$ cat config.mk
export PLATFORM = sky130hd
export DESIGN_NAME = pixel_layer_scheduler
export DESIGN_NICKNAME = d
export VERILOG_FILES = /design/src/rtl/pixsched_pkg.sv /design/src/rtl/next_layer_sel.sv /design/src/rtl/pixel_layer_scheduler.sv
export SDC_FILE = /design/constraint.sdc
export NUM_CORES = 1
export LEC_CHECK = 0
export CAP_MARGIN = 20
export CELL_PAD_IN_SITES_DETAIL_PLACEMENT = 2
export CELL_PAD_IN_SITES_GLOBAL_PLACEMENT = 2
export CORE_MARGIN = 1.5
export CORE_UTILIZATION = 30
export CTS_CLUSTER_SIZE = 28
export DETAILED_ROUTE_END_ITERATION = 10
export PLACE_DENSITY = 0.81
export SETUP_SLACK_MARGIN = 0.3
export SLEW_MARGIN = 20
export SYNTH_ARGS = -nofsm -noshare
export SYNTH_HDL_FRONTEND = slang
export SYNTH_HIERARCHICAL = 1
export SYNTH_SLANG_ARGS = --single-unit
$ cat constraint.sdc
create_clock -name clk -period 5.5 [get_ports clk]
set_clock_uncertainty 0.1 [all_clocks]
set_input_delay 0.55 -clock clk [delete_from_list [all_inputs] [get_ports clk]]
set_output_delay 0.55 -clock clk [all_outputs]
set_load 0.05 [all_outputs]
$ cat src/rtl/pixsched_pkg.sv
// pixsched_pkg: shared state encoding and coordinate constants for the pixel layer scheduler
package pixsched_pkg;
    typedef enum logic [1:0] {IDLE, RUN, DONE} state_t;
    localparam int COORD_W   = 11;
    localparam int X_MAX_DEF = 1920;
    localparam int Y_MAX_DEF = 1080;
endpackage

$ cat src/rtl/next_layer_sel.sv
// next_layer_sel: priority search over a layer mask for first, next-after-current and is-last
module next_layer_sel #(
    parameter int N = 4,
    parameter int W = 2
) (
    input  logic [N-1:0] mask_i,
    input  logic [W-1:0] cur_i,
    output logic [W-1:0] first_o,
    output logic [W-1:0] next_o,
    output logic         is_last_o
);
    // Downward scans so the lowest qualifying bit wins.
    always_comb begin
        first_o   = '0;
        next_o    = '0;
        is_last_o = 1'b1;
        for (int i = N - 1; i >= 0; i--)
            if (mask_i[i]) first_o = W'(i);
        for (int i = N - 1; i >= 0; i--)
            if (mask_i[i] && i > int'(cur_i)) begin
                next_o    = W'(i);
                is_last_o = 1'b0;
            end
    end
endmodule

$ cat src/rtl/pixel_layer_scheduler.sv
// pixel_layer_scheduler: valid/ready-paced per-pixel layer walk over one frame (option: PIXSCHED_LAYER_SKIP_EN)
module pixel_layer_scheduler
    import pixsched_pkg::*;
#(
    parameter int X_MAX      = X_MAX_DEF,
    parameter int Y_MAX      = Y_MAX_DEF,
    parameter int NUM_LAYERS = 4,
    parameter int LAYER_W    = 2
) (
    input  logic                  clk,
    input  logic                  reset,
    input  logic                  start_i,
    input  logic                  abort_i,
    input  logic [NUM_LAYERS-1:0] layer_en_i,
    input  logic                  out_ready_i,
    output logic                  out_valid_o,
    output logic [COORD_W-1:0]    x_o,
    output logic [COORD_W-1:0]    y_o,
    output logic [LAYER_W-1:0]    layer_o,
    output logic                  last_layer_o,
    output logic                  end_of_line_o,
    output logic                  end_of_frame_o,
    output logic                  busy_o,
    output logic                  done_o
);
    localparam logic [COORD_W-1:0] X_LAST = COORD_W'(X_MAX - 1);
    localparam logic [COORD_W-1:0] Y_LAST = COORD_W'(Y_MAX - 1);

    state_t               state_q;
    logic [COORD_W-1:0]   x_q, y_q;
    logic [LAYER_W-1:0]   layer_q;
    logic                 valid_q, done_q;
    logic [NUM_LAYERS-1:0] mask;
    logic [LAYER_W-1:0]   first_l, next_l;
    logic                 is_last;

`ifdef PIXSCHED_LAYER_SKIP_EN
    logic [NUM_LAYERS-1:0] mask_q;
    // In IDLE the live enables pick the first layer; the frame then uses the captured copy.
    assign mask = (state_q == IDLE) ? layer_en_i : mask_q;
`else
    logic unused_en;
    assign unused_en = ^layer_en_i;
    assign mask      = '1;
`endif

    next_layer_sel #(.N(NUM_LAYERS), .W(LAYER_W)) u_sel (
        .mask_i   (mask),
        .cur_i    (layer_q),
        .first_o  (first_l),
        .next_o   (next_l),
        .is_last_o(is_last)
    );

    // Frame sequencer: owns state, coordinates, layer index and the registered valid/done.
    always_ff @(posedge clk) begin
        if (!reset) begin
            state_q <= IDLE;
            x_q     <= '0;
            y_q     <= '0;
            layer_q <= '0;
            valid_q <= 1'b0;
            done_q  <= 1'b0;
`ifdef PIXSCHED_LAYER_SKIP_EN
            mask_q  <= '0;
`endif
        end else begin
            done_q <= 1'b0;
            case (state_q)
                IDLE: if (start_i) begin
`ifdef PIXSCHED_LAYER_SKIP_EN
                    mask_q <= layer_en_i;
                    if (layer_en_i == '0) begin
                        state_q <= DONE;
                        done_q  <= 1'b1;
                    end else
`endif
                    begin
                        state_q <= RUN;
                        valid_q <= 1'b1;
                        layer_q <= first_l;
                        x_q     <= '0;
                        y_q     <= '0;
                    end
                end
                RUN: if (abort_i) begin
                    state_q <= IDLE;
                    valid_q <= 1'b0;
                    x_q     <= '0;
                    y_q     <= '0;
                    layer_q <= '0;
                end else if (out_ready_i) begin
                    if (!is_last) begin
                        layer_q <= next_l;
                    end else if (x_q < X_LAST) begin
                        x_q     <= x_q + COORD_W'(1);
                        layer_q <= first_l;
                    end else if (y_q < Y_LAST) begin
                        x_q     <= '0;
                        y_q     <= y_q + COORD_W'(1);
                        layer_q <= first_l;
                    end else begin
                        state_q <= DONE;
                        valid_q <= 1'b0;
                        done_q  <= 1'b1;
                        x_q     <= '0;
                        y_q     <= '0;
                        layer_q <= '0;
                    end
                end
                DONE:    state_q <= IDLE;
                default: state_q <= IDLE;
            endcase
        end
    end

    assign out_valid_o    = valid_q;
    assign x_o            = x_q;
    assign y_o            = y_q;
    assign layer_o        = layer_q;
    assign last_layer_o   = valid_q && is_last;
    assign end_of_line_o  = last_layer_o && (x_q == X_LAST);
    assign end_of_frame_o = end_of_line_o && (y_q == Y_LAST);
    assign busy_o         = (state_q == RUN);
    assign done_o         = done_q;
endmodule

# After elaboration in Yosys (flattened, before gate mapping)
# Cells that the tools add are included.
# word_totals
reg_bits,28
word_cells,74
input_bits,9
out_inout_bits,30
# classes
reduce_logical,11
n_addsub,2
n_lt_le_gt_ge,5
eq_ne,8
mux,38
bitwise,4
# op_table
cell,n
$mux 11,10
$pmux 11 s2,2
$mux 2,13
$add 11x1->11 const B,2
$eq 11x11->1 const B,2
$lt 11x11->1 const B,2
$mux 1,10
$reduce_and 5->1,2
$ne 3x3->1 const B,3
$pmux 2 s2,2
$reduce_and 6->1,1
$reduce_or 6->1,1
$gt 2x2->1 const A,2
$not 1->1,4
$reduce_and 4->1,1
$logic_and 1x1->1,3
$ne 3x2->1 const B,1
$reduce_and 3->1,1
$eq 2x1->1 const B,1
$gt 1x2->1 const A,1
$logic_not 2->1,1
$ne 2x2->1 const B,1
$pmux 1 s2,1
$reduce_bool 2->1,1

# Depth between registers and ports, before layout
# Gate-level depths: netlist (run 1).
# logic_depth
ltp_word,8
depth_mapped,9
depth_no_buf,8

# Hierarchy
# The synthesis (run 1) kept the hierarchy.
# by_module_without_submodules
mod,cells_each,area_each_um2,seq_area_each_um2,n_inst
pixel_layer_scheduler,170,1436.4,560.5,1
next_layer_sel,13,78.8,0.0,1

# Worst setup path before layout (run 1)
# No wires, ideal clock.
# synth_path
path_type,reg-to-output
startpoint,reg x_q[0] (netlist: x_o[0])
endpoint,out end_of_frame_o
t_arrival_ns,3.551
path_stages_with_launch,7
required_ns,4.850
path_buffers,0
path_slack_ns,1.299
path_cell_list,dfxtp_1 -> ha_1 -> nand2_1 -> nor2_1 -> nand2_1 -> nor4_1 -> and4_1
# synth_between
elab_chain_cells,3
# synth_lines
item,line,rtl
start: declaration,pixel_layer_scheduler.sv:30,"logic [COORD_W-1:0] x_q, y_q;"
start signal: assignment,pixel_layer_scheduler.sv:96,x_q <= x_q + COORD_W'(1);
$eq 11x11->1,pixel_layer_scheduler.sv:122,assign end_of_line_o = last_layer_o && (x_q == X_LAST);
$logic_and 1x1->1,pixel_layer_scheduler.sv:122,
net end_of_line_o,pixel_layer_scheduler.sv:21,"output logic end_of_line_o,"
$logic_and 1x1->1,pixel_layer_scheduler.sv:123,assign end_of_frame_o = end_of_line_o && (y_q == Y_LAST);
end: declaration,pixel_layer_scheduler.sv:22,"output logic end_of_frame_o,"
# The timed path passes the listed nets, and every way through them passes these cells.

# Worst setup path in the final report (run 1)
# layout_path
startpoint,reg layer_q[1] (netlist: layer_o[1])
endpoint,out end_of_frame_o
# layout_between
elab_chain_cells,7
elab_cells_between_ends,9
cone_classes,order compare (3); mux (3); reduce/logical (3)
# layout_lines
item,line,rtl
start: declaration,pixel_layer_scheduler.sv:31,logic [LAYER_W-1:0] layer_q;
start signal: assignment,pixel_layer_scheduler.sv:81,layer_q <= first_l;
start signal: assignment,pixel_layer_scheduler.sv:94,layer_q <= next_l;
start signal: assignment,pixel_layer_scheduler.sv:97,layer_q <= first_l;
$gt 2x2->1,next_layer_sel.sv:20,if (mask_i[i] && i > int'(cur_i)) begin
$mux 1 (2 in a row),next_layer_sel.sv:20,
$mux 1 *,next_layer_sel.sv:20,
net is_last,pixel_layer_scheduler.sv:35,logic is_last;
$logic_and 1x1->1 *,pixel_layer_scheduler.sv:121,assign last_layer_o = valid_q && is_last;
$logic_and 1x1->1 *,pixel_layer_scheduler.sv:122,
$logic_and 1x1->1 *,pixel_layer_scheduler.sv:123,
# Mark *: on every way through the listed nets, which the timed path passes. The rest lies on a longest branch.

==> results of run 1 <==
## logic make-up after synthesis
family	Yosys count
adders and majority gates	2
buffers and inverters	9
DFF	28
AOI/OAI and AO/OA	37
xor gates and xnor gates	14
and+or+nand+nor	91
muxes	1
other	1
## synth_stat cells (2+ instances only)
cell type	number	share of area (%)
nand3_1	6	2.0
and3_1	4	1.7
inv_1	8	2.0
o21ai_0	10	3.3
nor2_1	30	7.4
nand2_1	19	4.7
nor3b_1	2	0.99
nand2b_1	2	0.83
and4_1	2	1.2
ha_1	2	1.7
a21oi_1	5	1.7
a31oi_1	2	0.83
nand4_1	12	5.0
a211oi_1	6	3.0
nor2b_1	4	1.7
nor4_1	2	0.83
dfxtp_1	28	37
xnor2_1	2	1.2
xor2_1	12	6.9
## power groups by stage
stage          Clock (mW)  Sequential [mW]  Combinational, mW
6_report            0.114            0.212             0.0703
5_1_grt             0.127            0.213             0.0774
4_1_cts             0.119            0.212             0.0706
3_5_place_dp            0            0.217             0.0703
3_3_place_gp            0            0.216             0.0686
2_1_floorplan           0            0.226             0.0383
## registers in the layout, summed over array words and instances (netlist names)
signal	count
x_o	11
state_q	2
layer_o	2
out_valid_o	1
y_o	11
done_o	1
## per-stage QoR
stage	cells	setup WS (ns)	cell area, µm²	util (%)
floorplan	193	1.30	1550	-
global placement	293	2.37	1970	41.2
CTS	296	1.99	2010	42.1
detailed placement	293	2.30	1970	41.2
global route	296	1.81	2010	42.1
finish	296	2.03	2010	42.1
## worst max-delay path, cell delays in order (launching register included)
cell	delay (ns)
dfxtp_1	0.44
nand2_1	0.10
a21oi_1	0.30
nand2_1	0.15
nor4_1	0.44
and4_1	0.29
clkdlybuf4s50_1	0.81
## area by class of cell
cell class	count	area share (%)
clock buffers	3	2.05
inverters	8	1.49
multi-input cells	156	47.5
flip-flops and latches	28	27.8
well taps	67	4.16
repair buffers	34	16.9
## per-layer routing
metal  wire length (µm)  part of all wire, %  vias to the layer above
met5                  0                    0                        -
met4                 27                 0.59                        0
met3                122                  2.6                        2
met2               2190                   47                       23
met1               2270                   49                      705
li1                   -                    -                      733
## path summary, 6_finish.rpt
| check | from | to | slack (ns) | depth (start not counted) |
|---|---|---|---|---|
| hold reg to reg | x_o[10] | x_o[10] | 0.41 | 1 |
| setup reg to reg | layer_o[1] | x_o[8] | 2.94 | 7 |
| setup / recovery | layer_o[1] | end_of_frame_o | 2.03 | 6 |
| hold / removal | x_o[10] | x_o[10] | 0.41 | 1 |
==> run metrics, run 1 <==
grt met2 use 30.5%; Multi-input gate area 957 µm²; routability cong. 0.719; hpwl dp 3.54 mm; Seq/Total Area, Yosys 37.0%; maxcap violations 0; via count 1463; routing usage on met1 25.0%; Post-synth top flop dfxtp_1; Int Pwr 0.281 mW; Sw Share 29.0%; Clock transition at path regs 0.09 ns; crit path max fanout 7; hold buffers post-CTS 0; Max transition margin 59.7%; status complete, no violations; EDFF count, synth 0; min-delay worst type reg2reg; Overflow after GRT 0; worst-skew pair later-pin latency 0.27 ns; Slew @ Worst Pin 0.599 ns; full die area 5490 µm²; DR vias/cell 4.94; multiplexer area fraction after synthesis 0.661%; DR iter-0 viols 50; largest net degree at the start of global routing 15; crit path kind reg2out; total clock sinks 28; Worst EP arrival 2.82 ns; period utilization 63.0%; CTS root buf clkbuf_8; starting density of the core 31.7%; Worst Path Required 4.85 ns; Fill cells 568; Cell Area, Synth 1520 µm²; crit end category output pin; Reg power frac 53.5%; Mean Syn Cell Area 8.28 µm²; Final nets 242; commonest non-fill, non-tap cell in the layout clkdlybuf4s50_1; final setup vio count 0; number of global-route vias before repair 1522; Post-CTS Resized 0; Setup TNS 0 ns; synthesized flop and latch total 28; Cells after Synth 183; Setup Fix Bufs, Post-CTS 0; Num CTS Buffers 3; Final Max Slew Viols 0; DRT Pass-1 Iters 4; hold_ws 0.406 ns; YS warnings 6; cell area power density 197 nW/µm²; TritonCTS clock tree yes; share of layout cells above drive strength 1 6.55%; Total Power 0.396 mW; Final Routed Wirelength 4.61 mm; Synth Area in Adders 1.65%; grt met3 use 3.25%; chip width 74.1 µm; Synth cell types 44; post-route ant nets 0; # diodes 0; first-pass GRT wire length 7.69 mm; area delta synth->final 32.9%; Comb power frac 17.8%; Final Hold Fails 0; row count 25; FFs w/ async S/R, synth 0%; highest attainable clock frequency 289 MHz; Core Footprint 4790 µm²; Synth Area in XOR/XNOR 8.09%; Clock Tree Buf Depth 2; Ports 39; DR DRC count 0; register area 561 µm²; crit path time final 3.47 ns; Max IR drop VDD 0.127 mV; clock share of power 28.7%; all-layer global routing usage 18.3%; RSZ-0062 raised after global routing no; Die H 74.1 µm; number of port buffers 34; CP Launch Type flip-flop; Most Used Layer, Global Route met2; initial antenna violation count 0; H-tree levels 1; P_leak 0.716 nW; routed length per placed instance 15.6 µm; largest family of logic cells by synthesized area simple AND/OR/NAND/NOR gates; Synth Area in Simple Gates 31.1%; Synth Area in Compound Gates 18.9%; switching power 0.115 mW; most frequent cells in the layout 34 x clkdlybuf4s50_1, 30 x nor2_1, 28 x dfxtp_1
No activity file was read; power rests on OpenSTA's default activity.
==> inputs of run 2 (changes only) <==
Settings changed: CORE_UTILIZATION 30 to 25, PLACE_DENSITY 0.81 to 0.72.
Clock period 5.5 ns to 3.1 ns, I/O delays scaled along.
==> run metrics, run 2 (same netlist as run 1, synthesis figures left out) <==
CTS root buf clkbuf_8; Max transition margin 64.1%; register area 563 µm²; row count 28; Worst EP arrival 2.11 ns; Num CTS Buffers 3; Clock Tree Buf Depth 2; total clock sinks 28; Clock transition at path regs 0.10 ns; first-pass GRT wire length 7.42 mm; CP Launch Type flip-flop; min-delay worst type reg2reg; Max IR drop VDD 0.155 mV; worst slack, placed 0.382 ns; Final Routed Wirelength 4.36 mm; Worst Path Required 2.69 ns; share of layout cells above drive strength 1 9.52%; DR iter-0 viols 43; # diodes 0; Setup Fix Bufs, Post-CTS 0; DRT Pass-1 Iters 4; via count 1495; area delta synth->final 35.8%; Final Core Density 35.0%; Final nets 243; TritonCTS clock tree yes; Overflow after GRT 0; commonest non-fill, non-tap cell in the layout clkdlybuf4s50_1; Slew @ Worst Pin 0.537 ns; Post-Layout Cell Count 306; highest attainable clock frequency 396 MHz; crit path time final 2.52 ns; starting density of the core 25.7%; H-tree levels 1; Core Footprint 5890 µm²; Total Power 0.736 mW; most frequent cells in the layout 32 x clkdlybuf4s50_1, 30 x nor2_1, 26 x dfxtp_1; number of global-route vias before repair 1539; Fill cells 704; chip width 80.9 µm; placed insts 302; maxcap violations 0; Setup TNS 0 ns; Multi-input gate area 975 µm²; crit end category output pin; all-layer global routing usage 14.5%; crit path kind reg2out; Final Hold Fails 0; post-route setup slack 0.578 ns; status complete, no violations; final setup vio count 0; cell area power density 357 nW/µm²; number of port buffers 34; worst-skew pair later-pin latency 0.28 ns; initial antenna violation count 0; Final Max Slew Viols 0; hpwl dp 3.41 mm; largest net degree at the start of global routing 16; post-route ant nets 0; P_leak 0.737 nW; RSZ-0062 raised after global routing no; routed length per placed instance 14.3 µm; period utilization 81.4%; DR vias/cell 4.89; Ports 39; full die area 6540 µm²; routability cong. 0.713; DR DRC count 0; crit path max fanout 5; Die H 80.9 µm
==> run 2: cell types whose count changed in the layout (fill, tap and decap cells not counted) <==
cell and delta:
and4_4 +1, dfxtp_1 -2, clkdlybuf4s50_1 -2, buf_4 +1, dfxtp_2 +2, clkbuf_2 +1
and4_1 -1, dlygate4sd2_1 +1, nor4_1 -1, nor4_4 +1, clkbuf_8 +1
==> run 2: repair_timing <==
| item | 4_1_cts | 5_1_grt |
|---|---|---|
| setup endpoints to repair | 2 | 1 |
| gates resized for setup | 2 | 2 |
| hold buffers | 0 | 0 |
==> run 2: cell type report <==
cell class / instances / share of cell area, %
Multi-Input combinational cell: 156 / 47.4
Sequential cell: 28 / 27.4
Timing Repair Buffer: 35 / 16.6
Tap cell: 75 / 4.56
Clock buffer: 4 / 2.67
Inverter: 8 / 1.46
==> run 2: power by group <==
group          leakage (nW)  internal, mW  total [mW]  switching, mW
Combinational         0.480        0.0468       0.126         0.0792
Sequential            0.227         0.367       0.376        0.00964
Clock                0.0288         0.114       0.234          0.120
Total                 0.737         0.527       0.736          0.208
==> run 2: metrics by stage <==
step,area [µm²],hold WS [ns]
5_1_grt,2060,0.448
2_1_floorplan,1570,0.329
3_5_place_dp,2010,0.392
3_3_place_gp,2010,0.395
4_1_cts,2060,0.422
6_report,2060,0.412
==> run 2: routing by layer <==
layer	vias up	routed length [µm]	track usage (%)
met2	21	2140	24.8
met1	736	2070	19.0
li1	734	-	-
met3	4	109	2.13
met5	-	0	0
met4	0	42	3.62
==> run 2: final timing paths <==
check                           slack [ns]       endpoint  cells after the start  startpoint
worst min register to register        0.41        x_o[10]                      1     x_o[10]
worst min-delay path                  0.41        x_o[10]                      1     x_o[10]
worst max-delay path                  0.58  end_of_line_o                      6      x_o[0]
worst max register to register        0.62         x_o[3]                      8  layer_o[1]
==> run 2: critical path, cell delays in order, from the launching register on <==
cell and delay [ns]:
dfxtp_2 0.38, ha_1 0.20, nand2_1 0.06, nor2_1 0.20, nand2_1 0.12, nor4_4 0.30
dlygate4sd2_1 0.57
